### src/rtl/nec_prefetch_pkg.sv
// Shared types for the instruction prefetch unit: FSM states, queue size, address helper.
package nec_prefetch_pkg;

  localparam int IPQ_SIZE = 8;

  typedef enum logic {
    PF_IDLE = 1'b0,
    PF_REQ  = 1'b1
  } prefetch_state_e;

  // Segment:offset to 20-bit physical address, forced to a word boundary.
  function automatic logic [19:0] phys_word(input logic [15:0] seg, input logic [15:0] ip);
    logic [19:0] a;
    a = {seg, 4'h0} + {4'h0, ip};
    return {a[19:1], 1'b0};
  endfunction

endpackage

### src/rtl/nec_prefetch.sv
// Instruction prefetch: fetches code words into an 8-byte circular queue, one request in flight.
// Latency: request one cycle after issue decision; bytes visible one cycle after ack; fetch_hold blocks issue only.
module nec_prefetch
  import nec_prefetch_pkg::*;
#(
  parameter int FETCH_MIN_FREE = 2
) (
  input  logic                     clk,
  input  logic                     reset_n,
  input  logic                     ce,
  input  logic [15:0]              ps,
  input  logic                     set_pc,
  input  logic [15:0]              new_pc,
  input  logic                     consume,
  input  logic [3:0]               consume_len,
  input  logic                     fetch_hold,
  output logic [IPQ_SIZE-1:0][7:0] ipq,
  output logic [3:0]               ipq_len,
  output logic                     fetch_req,
  output logic [19:0]              fetch_addr,
  input  logic                     fetch_ack,
  input  logic [15:0]              fetch_data
);

  localparam logic [3:0] MIN_FREE = 4'(FETCH_MIN_FREE);
  localparam logic [3:0] QSIZE    = 4'(IPQ_SIZE);

  prefetch_state_e state;
  logic [15:0]     fetch_ip;
  logic            discard;

  logic [3:0] len_after_consume;
  logic [3:0] wr_cnt;
  logic [3:0] len_next;
  logic [3:0] free_next;
  logic       odd_ip;
  logic       ack_ok;
  logic       issue;
  logic [2:0] slot;
  logic [2:0] slot_nx;

  always_comb begin
    len_after_consume = ipq_len;
    if (consume)
      len_after_consume = (consume_len > ipq_len) ? 4'd0 : ipq_len - consume_len;
    odd_ip    = fetch_ip[0];
    slot      = fetch_ip[2:0];
    slot_nx   = fetch_ip[2:0] + 3'd1;
    // Data landing during a flush, or belonging to a flushed request, is dropped.
    ack_ok    = (state == PF_REQ) && fetch_ack && !discard && !set_pc;
    wr_cnt    = ack_ok ? (odd_ip ? 4'd1 : 4'd2) : 4'd0;
    len_next  = set_pc ? 4'd0 : len_after_consume + wr_cnt;
    free_next = QSIZE - len_next;
    // An even address always writes two bytes, so it never issues into a single free slot.
    issue     = (state == PF_IDLE) && !fetch_hold && !set_pc &&
                (free_next >= MIN_FREE) && (odd_ip || free_next >= 4'd2);
  end

  always_ff @(posedge clk) begin
    if (!reset_n) begin
      state      <= PF_IDLE;
      fetch_ip   <= 16'h0000;
      discard    <= 1'b0;
      ipq_len    <= 4'd0;
      fetch_req  <= 1'b0;
      fetch_addr <= 20'h00000;
      ipq        <= '0;
    end else if (ce) begin
      ipq_len <= len_next;
      if (set_pc)
        fetch_ip <= new_pc;
      case (state)
        PF_IDLE: begin
          if (issue) begin
            state      <= PF_REQ;
            fetch_req  <= 1'b1;
            fetch_addr <= phys_word(ps, fetch_ip);
          end
        end
        PF_REQ: begin
          if (fetch_ack) begin
            state     <= PF_IDLE;
            fetch_req <= 1'b0;
            discard   <= 1'b0;
            if (ack_ok) begin
              if (odd_ip) begin
                ipq[slot] <= fetch_data[15:8];
                fetch_ip  <= fetch_ip + 16'd1;
              end else begin
                ipq[slot]    <= fetch_data[7:0];
                ipq[slot_nx] <= fetch_data[15:8];
                fetch_ip     <= fetch_ip + 16'd2;
              end
            end
          end else if (set_pc) begin
            discard <= 1'b1;
          end
        end
        default: state <= PF_IDLE;
      endcase
    end
  end

  // Decoder must never retire more bytes than are valid.
  a_consume_in_range: assert property (@(posedge clk) disable iff (!reset_n)
    (ce && consume && !set_pc) |-> (consume_len <= ipq_len));

endmodule
### config.mk
export PLATFORM = sky130hd
export DESIGN_NAME = nec_prefetch
export DESIGN_NICKNAME = d
export VERILOG_FILES = /design/src/rtl/nec_prefetch_pkg.sv /design/src/rtl/nec_prefetch.sv
export SDC_FILE = /design/constraint.sdc
export NUM_CORES = 1
export LEC_CHECK = 0
export ABC_AREA = 1
export CAP_MARGIN = 20
export CORE_ASPECT_RATIO = 0.8
export CORE_UTILIZATION = 28
export CTS_BUF_LIST = sky130_fd_sc_hd__clkbuf_4
export DETAILED_ROUTE_END_ITERATION = 8
export GPL_TIMING_DRIVEN = 0
export SLEW_MARGIN = 20
export SYNTH_ARGS = -nofsm -noshare
export SYNTH_HDL_FRONTEND = slang
export SYNTH_SLANG_ARGS = --single-unit
### constraint.sdc
create_clock -name clk -period 5.7 [get_ports clk]
set_input_delay 1.14 -clock clk [delete_from_list [all_inputs] [get_ports clk]]
set_output_delay 1.14 -clock clk [all_outputs]
set_load 0.02 [all_outputs]
Yosys cells after proc, flatten, opt, wreduce, memory -nomap -nowiden --
Index checks and enable logic that the tools add are counted.
Cells by class: order comparisons 6, add/subtract/negate cells 7, multiplexer cells 26, bitwise operators 1, reduce and logical (&&, ||, !) cells 18, equality and inequality tests 2
Operators by type and width (number):
- bitwise mux 64 bit | 3
- 2-to-1 mux 16 bit | 5
- 2-to-1 mux 64 bit | 1
- demux 8 bit (select 3 bit) | 2
- adder 20 x 16 -> 20 bit | 1
- adder 16 x 1 -> 16 bit, second input constant | 1
- adder 16 x 2 -> 16 bit, second input constant | 1
- 2-to-1 mux 8 bit | 2
- 2-to-1 mux 4 bit | 3
- logical AND 1 bit | 9
- AND reduction 3 bit | 3
- < comparator 3 x 4 -> 1 bit, second input constant | 2
- >= comparator 3 x 1 -> 1 bit, second input constant | 2
- 2-to-1 mux 1 bit | 6
- adder 4 x 2 -> 4 bit | 1
- >= comparator 4 x 2 -> 1 bit, second input constant | 1
- greater-than comparator 4 bit | 1
- 2-to-1 mux 2 bit | 2
- inequality test 2 bit, second input constant | 2
- case mux 1 bit (2 select lines) | 2
- AND reduction 4 bit | 1
- subtractor 4 bit | 1
- subtractor 4 bit, first input constant | 1
- adder 3 x 1 -> 3 bit, second input constant | 1
- 4 further kinds | 6
Word-level totals: output and inout bits 89, flip-flop bits (word level) 106, input port bits 59, logic and storage cells 74

Longest topological paths before layout --
Gate-level depths: netlist (run 1).
word-level depth 12, depth in mapped cells 25, mapped depth without buffers 25

Worst setup path after synthesis (run 1) --
OpenSTA, ideal clock, no wires.
kind input to register, start point input consume_len[0], end point register fetch_addr[1], library setup time 0.115 ns, slack 1.845 ns, data arrival time 3.740 ns, cell stages on the path 22, cells stage by stage ha_1 > inv_1 > fa_1 > nand2_1 > inv_2 > nand2_1 > nand3_1 > inv_1 > o22ai_1 > ha_1 > inv_1 > fa_1 > nor2_1 > inv_2 > ha_1 > nand4_1 > nand2_1 > nor2_4 > nand3_4 > buf_6 > a21oi_1 > nor2_1
On the way: cells in the longest elaborated chain, start to end 10
Ends and longest elaborated chain:
- from (decl) | line nec_prefetch.sv:15 | input logic [3:0] consume_len,
- subtractor 4 bit or greater-than comparator 4 bit (tied branches) | line nec_prefetch.sv:45 | len_after_consume = (consume_len > ipq_len) ? 4'd0 : ipq_len - consume_len;
- 2-to-1 mux 4 bit (*) | line nec_prefetch.sv:45
- 2-to-1 mux 4 bit (*) | line nec_prefetch.sv:44 | if (consume)
- adder 4 x 2 -> 4 bit (*) | line nec_prefetch.sv:52 | len_next = set_pc ? 4'd0 : len_after_consume + wr_cnt;
- 2-to-1 mux 4 bit (*) | line nec_prefetch.sv:52
- via len_next[1] | line nec_prefetch.sv:34 | logic [3:0] len_next;
- subtractor 4 bit (*) | line nec_prefetch.sv:53 | free_next = QSIZE - len_next;
- >= comparator 4 x 2 -> 1 bit (*) | line nec_prefetch.sv:56 | (free_next >= MIN_FREE) && (odd_ip || free_next >= 4'd2);
- logical AND 1 bit or logical OR 1 bit (tied branches) | line nec_prefetch.sv:55, nec_prefetch.sv:56
- logical AND 1 bit (*) | line nec_prefetch.sv:56
- AND reduction 3 bit (no source line) (*)
- to (signal assigned) | line nec_prefetch.sv:77 | fetch_addr <= phys_word(ps, fetch_ip);
- to (decl) | line nec_prefetch.sv:20 | output logic [19:0] fetch_addr,
The timed path passes the listed nets; every way through them passes the cells marked *. A chain may end at the register's enable or synchronous reset.

Worst setup path after layout (run 1) --
start point input consume_len[0], end point register state
On the way: cells in the longest elaborated chain, start to end 11
Ends and longest elaborated chain:
- subtractor 4 bit or greater-than comparator 4 bit (tied branches) | line nec_prefetch.sv:45
- 2-to-1 mux 4 bit (*) | line nec_prefetch.sv:45
- 2-to-1 mux 4 bit (*) | line nec_prefetch.sv:44
- adder 4 x 2 -> 4 bit (*) | line nec_prefetch.sv:52
- 2-to-1 mux 4 bit (*) | line nec_prefetch.sv:52
- via len_next[1] | line nec_prefetch.sv:34
- subtractor 4 bit (*) | line nec_prefetch.sv:53
- >= comparator 4 x 2 -> 1 bit (*) | line nec_prefetch.sv:56
- logical AND 1 bit or logical OR 1 bit (tied branches) | line nec_prefetch.sv:55, nec_prefetch.sv:56
- logical AND 1 bit (*) | line nec_prefetch.sv:56
- 2-to-1 mux 1 bit (*) | line nec_prefetch.sv:74 | if (issue) begin
- case mux 1 bit (2 select lines) (*) | line nec_prefetch.sv:72 | case (state)
- to (signal assigned) | line nec_prefetch.sv:61 | state <= PF_IDLE;
- to (signal assigned) | line nec_prefetch.sv:75 | state <= PF_REQ;
- to (signal assigned) | line nec_prefetch.sv:82 | state <= PF_IDLE;
- to (decl) | line nec_prefetch.sv:28 | prefetch_state_e state;
Marks and branches as above.

==> metrics.md, run 1 <==
| Metric | Value |
|---|---|
| Final count of pins violating max slew | 0 |
| Post-synthesis share of cell area spent on and, or, nand and nor gates | 23.4% |
| Pre-CTS setup slack | 902 ps |
| Critical path fanouts, max | 10 |
| Outcome | finished, final reports clean |
| Height of the die | 128 um |
| Routability congestion estimate | 0.864 |
| Met1 Track Usage GR | 24.8% |
| Row cnt | 45 |
| Compound-gate portion of the synthesized area | 19.9% |
| Maximum level of the CTS H-tree | 3 |
| Instance count after placement with tap cells included | 1,176 |
| Clock period minus final worst setup slack | 4310 ps |
| Critical path startpoint category | input port |
| TritonCTS clock tree | built |
| Average instance area after synthesis | 7.22 um2 |
| Highest ir drop seen on vdd | 0.103 mV |
| Maximum number of pins on one net before global-route repair | 19 |
| Max Buffers Root-to-Sink | 2 |
| Data required time of the critical path | 6100 ps |
| Number of flops mapped to enable cells by yosys | 0 |
| Final non-filler cell total | 1,192 |
| Average wire length per cell after detail routing | 14.4 um |
| Grt ovf | 0 |
| Vias after detailed routing | 5,568 |
| Clock transition at the registers of the reported paths | 170 ps |
| Post-layout net count | 1,018 |
| Total setup buffers inserted after CTS | 0 |
| Worst-Skew Late Latency | 490 ps |
| Post-cts hold buffer count | 0 |
| Fin worst setup slack | 1390 ps |
| RSZ-0062 raised after global routing | false |
| Antenna diode count | 0 |
| Path category of the worst min-delay check | flip-flop to flip-flop |
| Combinational family with the most area after synthesis | simple AND/OR/NAND/NOR gates |
| Pwr Density | 196 nW/um2 |
| Global routing usage summed across all routing layers | 16.9% |
| Tightest hold margin | 456 ps |
| Met3 routing resource usage after global routing | 3.56% |
| Post-Syn Area | 5580 um2 |
| Library cell appearing most often on the critical path | nand2_1 |
| Cells taking the most area after synthesis | dfxtp_1 (38%), o21ai_0 (8.4%), a21oi_1 (7.5%) |
| Final count of hold timing violations | 0 |
| Max_slew headroom | 51.4% |
| Number of sinks handled by clock tree synthesis | 106 |
| Antenna Nets Post-Route | 0 |
| Count of mapped cells out of synthesis | 773 |
| Die Outline Area | 20,500 um2 |
| Number of detailed-routing iterations run before antenna repair | 5 |
| Register bit total from synthesis | 106 |
| Area growth syn-to-layout | 33.9% |
| Cell Area, Placed | 7350 um2 |
| Die outline width | 160 um |
| Delay of the slowest cell on the worst path | 510 ps |
| Area share of the largest cell type after synthesis | 38.0% |
| Number of setup violations in the final report | 0 |
| Leak | 2.91 nW |
| Post-DP HPWL | 13,300 um |
| Net count after synthesis | 862 |
| Xor and xnor area share after synthesis | 2.36% |
| Prevailing post-synth register cell | dfxtp_1 |
| Number of synthesis warnings | 0 |
| Proportion of synthesized area in mux cells | 0% |
| Placeable core region | 19,300 um2 |
| Antenna violations before repair | 0 |
| Transition time of the tightest slew-check pin | 723 ps |
| Fmax achieved | 0.232 GHz |
| Initial standard-cell utilization of the core | 29.0% |
| Synth unique cells | 43 |
| Post-Route WL | 17,200 um |
| Max Cap Viol | 0 |
| Critical path cell sequence | clkdlybuf4s50_1 > ha_1 > inv_1 > fa_1 > nand2_1 > inv_2 > nand2_1 > nand3_1 > a21boi_0 > fa_1 > nor2_1 > inv_2 > ha_1 > nand4_1 > nand2_1 > nor2_4 > nand3_4 > buf_6 > nand3_1 > nand2_1 |
| Sequential fraction of the synthesis area | 38.0% |
| Setup Total Neg Slack | 0 ps |
| CP Capture Type | flip-flop |
| Met2 routing resource usage after global routing | 24.6% |
| Clk Tree Root Cell | clkbuf_4 |
| Final routed DRC violation total | 0 |
| Adder-Cell Fraction of Synth Area | 7.13% |
| Post-Route Skew | 18.9 ps |
| Most area-hungry cell type in the Yosys netlist | dfxtp_1 |
| Fraction of layout instances using a drive strength above 1 | 6.53% |
| Class of the most critical setup path | input port to flip-flop |
| Ratio of routed vias to standard cells | 4.67 |
| Final critical-path share of the clock period | 75.6% |
| Via count of the first global-routing pass | 5,063 |
| First-pass GRT wire length | 27,000 um |
| Post-synth ARST share | 0% |
| First DRT Iteration DRCs | 396 |
| Number of top-level pins | 148 |
| Number of buffers added by the clock tree synthesis step | 9 |
| Arr. time, crit path | 4710 ps |
| Final instance area | 7470 um2 |
| Resized cells post-CTS | 0 |
| Number of buffers inserted by port buffering | 145 |
| Master of the slowest instance on the critical path | fa_1 |
| Most used routing layer | met1 |
==> registers in the layout, summed over array words and instances (netlist names) <==
register,count
fetch_ip,16
ipq,64
fetch_addr,19
ipq_len,4
state,1
fetch_req,1
discard,1
==> layer usage <==
layer / wire (um) / part of all wire [%] / vias to the layer above
li1: - / - / 2872
met1: 9010 / 52 / 2526
met2: 6970 / 41 / 155
met3: 991 / 5.8 / 15
met4: 208 / 1.2 / 0
met5: 0 / 0 / -
==> through the flow <==
stage / total power [mW] / utilization [%]
after floorplan: 0.976 / -
after global placement: 1.10 / 38.2
after detailed placement: 1.10 / 38.2
after CTS: 1.48 / 38.8
after global routing: 1.55 / 38.8
final: 1.46 / 38.8
==> worst max-delay path: cells and delay by family <==
kind            cells  cell delay (ps)
compound gates      1              410
fa+ha+maj           4             1220
buf+inv             5              820
simple gates       10             1120
==> path summary, 6_finish.rpt <==
kind                            from                    to  slack, ps  cells after the start
max                   consume_len[0]    state$_SDFFE_PN0P_       1390                     20
min             ipq[16]$_SDFFE_PN0P_  ipq[16]$_SDFFE_PN0P_        460                      2
max reg2reg  ipq_len[0]$_SDFFE_PN0P_    state$_SDFFE_PN0P_       2080                     20
min reg2reg     ipq[16]$_SDFFE_PN0P_  ipq[16]$_SDFFE_PN0P_        460                      2
==> area by class of cell <==
cell class,instances,area (um2)
plain buffers,27,139
clock buffers,9,67.6
clock inverters,7,51.3
fillers,2104,11800
inverters,98,369
multi-input cells,542,2950
flip-flops and latches,106,2120
well taps,258,323
repair buffers,145,1450
==> synthesized netlist by cell type (7+ instances only) <==
master	instances
a21oi_1	84
inv_1	85
o21ai_1	10
nand4_1	8
nand3_2	16
nand3_1	30
nand2_1	105
nor2_1	112
o21ai_0	94
xnor2_1	11
ha_1	27
clkbuf_1	14
buf_2	9
inv_2	7
dfxtp_1	106
==> cell usage in the layout, fill, tap and decap left out, drive strengths merged, types with 3 or more instances in the layout <==
| cell type | count |
|---|---|
| clkdlybuf4s50 | 145 |
| nor2 | 113 |
| nand2 | 108 |
| dfxtp | 106 |
| o21ai | 104 |
| inv | 95 |
| a21oi | 86 |
| nand3 | 47 |
| ha | 27 |
| clkbuf | 23 |
| buf | 13 |
| xnor2 | 11 |
| clkinv | 10 |
| nand4 | 8 |
| a211oi | 6 |
| xor2 | 4 |
| nor4 | 4 |
| o211ai | 3 |
| fa | 3 |
==> kinds of logic after synthesis <==
kind of cell	Yosys count
xor gates and xnor gates	15
other	1
and+or+nand+nor	286
buffers and inverters	125
adders and majority gates	30
AOI/OAI and AO/OA	210
DFF	106
==> power by group <==
part	internal, mW	switching, mW
Combinational	0.132	0.175
Clock	0.0936	0.282
Sequential	0.762	0.0188
Total	0.987	0.476
Power figures use the tool's default switching activity.
==> inputs of run 2 (changes only) <==
==> constraint.sdc (replaced) <==
create_clock -name clk -period 3.7 [get_ports clk]
set_input_delay 0.74 -clock clk [delete_from_list [all_inputs] [get_ports clk]]
set_output_delay 0.74 -clock clk [all_outputs]
set_load 0.02 [all_outputs]
==> metrics.md, run 2 (same netlist as run 1, synthesis figures left out) <==
| Metric | Value |
|---|---|
| Number of cell instances on the worst register-to-register path | 24 |
| Area growth syn-to-layout | 39.3% |
| R2r setup slk | 200 ps |
| First DRT Iteration DRCs | 355 |
| Final standard cell utilization of the core | 40.3% |
| Most common cell after layout, fill and taps aside | clkdlybuf4s50_1 |
| Number of setup violations in the final report | 0 |
| Number of top-level pins | 148 |
| Largest Register | ipq |
| Max Cap Viol | 0 |
| Commonest cells after routing, fill and taps aside | clkdlybuf4s50_1 (144), nor2_1 (108), dfxtp_1 (105) |
| Grt ovf | 0 |
| Row cnt | 45 |
| Clk Tree Root Cell | clkbuf_4 |
| Clock transition at the registers of the reported paths | 180 ps |
| Final count of pins violating max slew | 0 |
| Antenna diode count | 0 |
| Placeable core region | 19,300 um2 |
| Antenna violations before repair | 0 |
| Class of the most critical setup path | input port to flip-flop |
| Sequential cell fraction of total power | 51.6% |
| Fin worst setup slack | 98.1 ps |
| Max Buffers Root-to-Sink | 2 |
| Data required time of the critical path | 4160 ps |
| Worst flop-to-flop path startpoint | ipq_len[0]$_SDFFE_PN0P_ |
| Number of buffers added by the clock tree synthesis step | 9 |
| Tightest hold margin | 456 ps |
| Initial standard-cell utilization of the core | 29.0% |
| Pre-CTS setup slack | -698 ps |
| Int Pwr | 1.56 mW |
| Fraction of layout instances using a drive strength above 1 | 11.1% |
| Post-cts hold buffer count | 0 |
| Number of buffers inserted by port buffering | 145 |
| Filler cells | 2,080 |
| Maximum level of the CTS H-tree | 3 |
| Antenna Nets Post-Route | 0 |
| Routability congestion estimate | 0.864 |
| Height of the die | 128 um |
| Post-layout net count | 1,028 |
| Die outline width | 160 um |
| Path category of the worst min-delay check | flip-flop to flip-flop |
| Global routing usage summed across all routing layers | 17.0% |
| Worst min-delay path endpoint | ipq[16]$_SDFFE_PN0P_ |
| Fmax achieved | 0.278 GHz |
| Leak | 3.01 nW |
| Arr. time, crit path | 4060 ps |
| Via count of the first global-routing pass | 5,105 |
| Average wire length per cell after detail routing | 14.8 um |
| Vias after detailed routing | 5,633 |
| Clock period minus final worst setup slack | 3600 ps |
| Depth of the worst hold-timing path | 2 |
| Leading registers by flop count | ipq: 64 flops, fetch_addr: 19 flops, fetch_ip: 16 flops |
| Post-Route WL | 17,800 um |
| Number of sinks handled by clock tree synthesis | 106 |
| Portion of total power attributed to the clock network | 24.9% |
| TritonCTS clock tree | built |
| Maximum number of pins on one net before global-route repair | 19 |
| Die Outline Area | 20,500 um2 |
| Share of power burned in combinational logic | 23.4% |
| Net load switching power | 0.769 mW |
| Worst-Skew Late Latency | 490 ps |
| Number of flip-flops in the largest register | 64 |
| Final routed DRC violation total | 0 |
| Setup Total Neg Slack | 0 ps |
| Transition time of the tightest slew-check pin | 871 ps |
| Post-DP HPWL | 13,300 um |
| CP Capture Type | flip-flop |
| Outcome | finished, final reports clean |
| Startpoint of the most critical hold path | ipq[16]$_SDFFE_PN0P_ |
| Net Sw Frac | 32.9% |
| Max_slew headroom | 41.4% |
| Reg-to-reg critical path endpoint | fetch_addr[8]$_SDFFE_PN0P_ |
| Critical path startpoint category | input port |
| Ratio of routed vias to standard cells | 4.69 |
| First-pass GRT wire length | 27,300 um |
| Critical path fanouts, max | 6 |
| Number of detailed-routing iterations run before antenna repair | 5 |
| Pwr Density | 300 nW/um2 |
| Post-Route Skew | 14.9 ps |
| Final count of hold timing violations | 0 |
| Highest ir drop seen on vdd | 0.157 mV |
| Final critical-path share of the clock period | 97.3% |
run 2: what timing repair did:
action	CTS	global route
pin swaps	2	12
setup endpoints to repair	21	21
cloned	1	3
setup buffers	0	6
gates resized for setup	6	41
run 2: final cells by class:
cell class,count,area (um2),share of cell area (%)
clock inverters,7,51.3,0.660
inverters,98,372,4.78
clock buffers,9,67.6,0.870
repair buffers,154,1570,20.2
well taps,258,323,4.16
plain buffers,27,146,1.88
multi-input cells,543,3110,40.1
flip-flops and latches,106,2120,27.3
run 2: worst max-delay path by stage:
stage                              start                     endpoint  slack [ps]  cells past startpoint
after detailed placement  consume_len[0]           state$_SDFFE_PN0P_        -700                     20
after floorplan           consume_len[0]   fetch_addr[1]$_SDFFE_PN0P_         250                     22
after global routing      consume_len[2]           state$_SDFFE_PN0P_         -30                     22
final                     consume_len[1]   fetch_addr[8]$_SDFFE_PN0P_         100                     23
after global placement    consume_len[0]           state$_SDFFE_PN0P_        -680                     20
after CTS                 consume_len[0]  fetch_addr[15]$_SDFFE_PN0P_           8                     24
run 2: per-layer routing:
metal,part of all wire [%],global-route usage [%]
met2,41,24.9
met4,1.2,4.59
met5,0,0
met3,5.6,3.56
met1,52,24.8
run 2: stage by stage:
step,cells,power [mW],instance area (um2)
4_1_cts,1193,2.29,7490
2_1_floorplan,773,1.50,5580
5_1_grt,1202,2.46,7770
3_5_place_dp,1176,1.70,7350
6_report,1202,2.33,7770
3_3_place_gp,1176,1.70,7350
run 2: power groups by stage:
stage / clock network [mW] / registers (mW) / logic, mW
after floorplan: 0 / 1.24 / 0.262
after global placement: 0 / 1.23 / 0.469
after detailed placement: 0 / 1.23 / 0.471
after CTS: 0.604 / 1.20 / 0.478
after global routing: 0.653 / 1.21 / 0.597
final: 0.582 / 1.20 / 0.546
run 2: critical path: stages:
cell and delay, ps:
clkdlybuf4s50_1 470, inv_2 50, fa_2 340, nand2_2 80, inv_2 30, nand2_1 60
nand3_2 90, inv_2 80, o22ai_4 60, ha_2 200, inv_2 50, fa_1 430
nor2_2 150, inv_2 80, ha_4 160, nand4_1 80, nand2_1 90, nor2_4 170
nand3_4 210, clkbuf_16 230, nand3_2 50, nand2_1 60, nor2_1 100
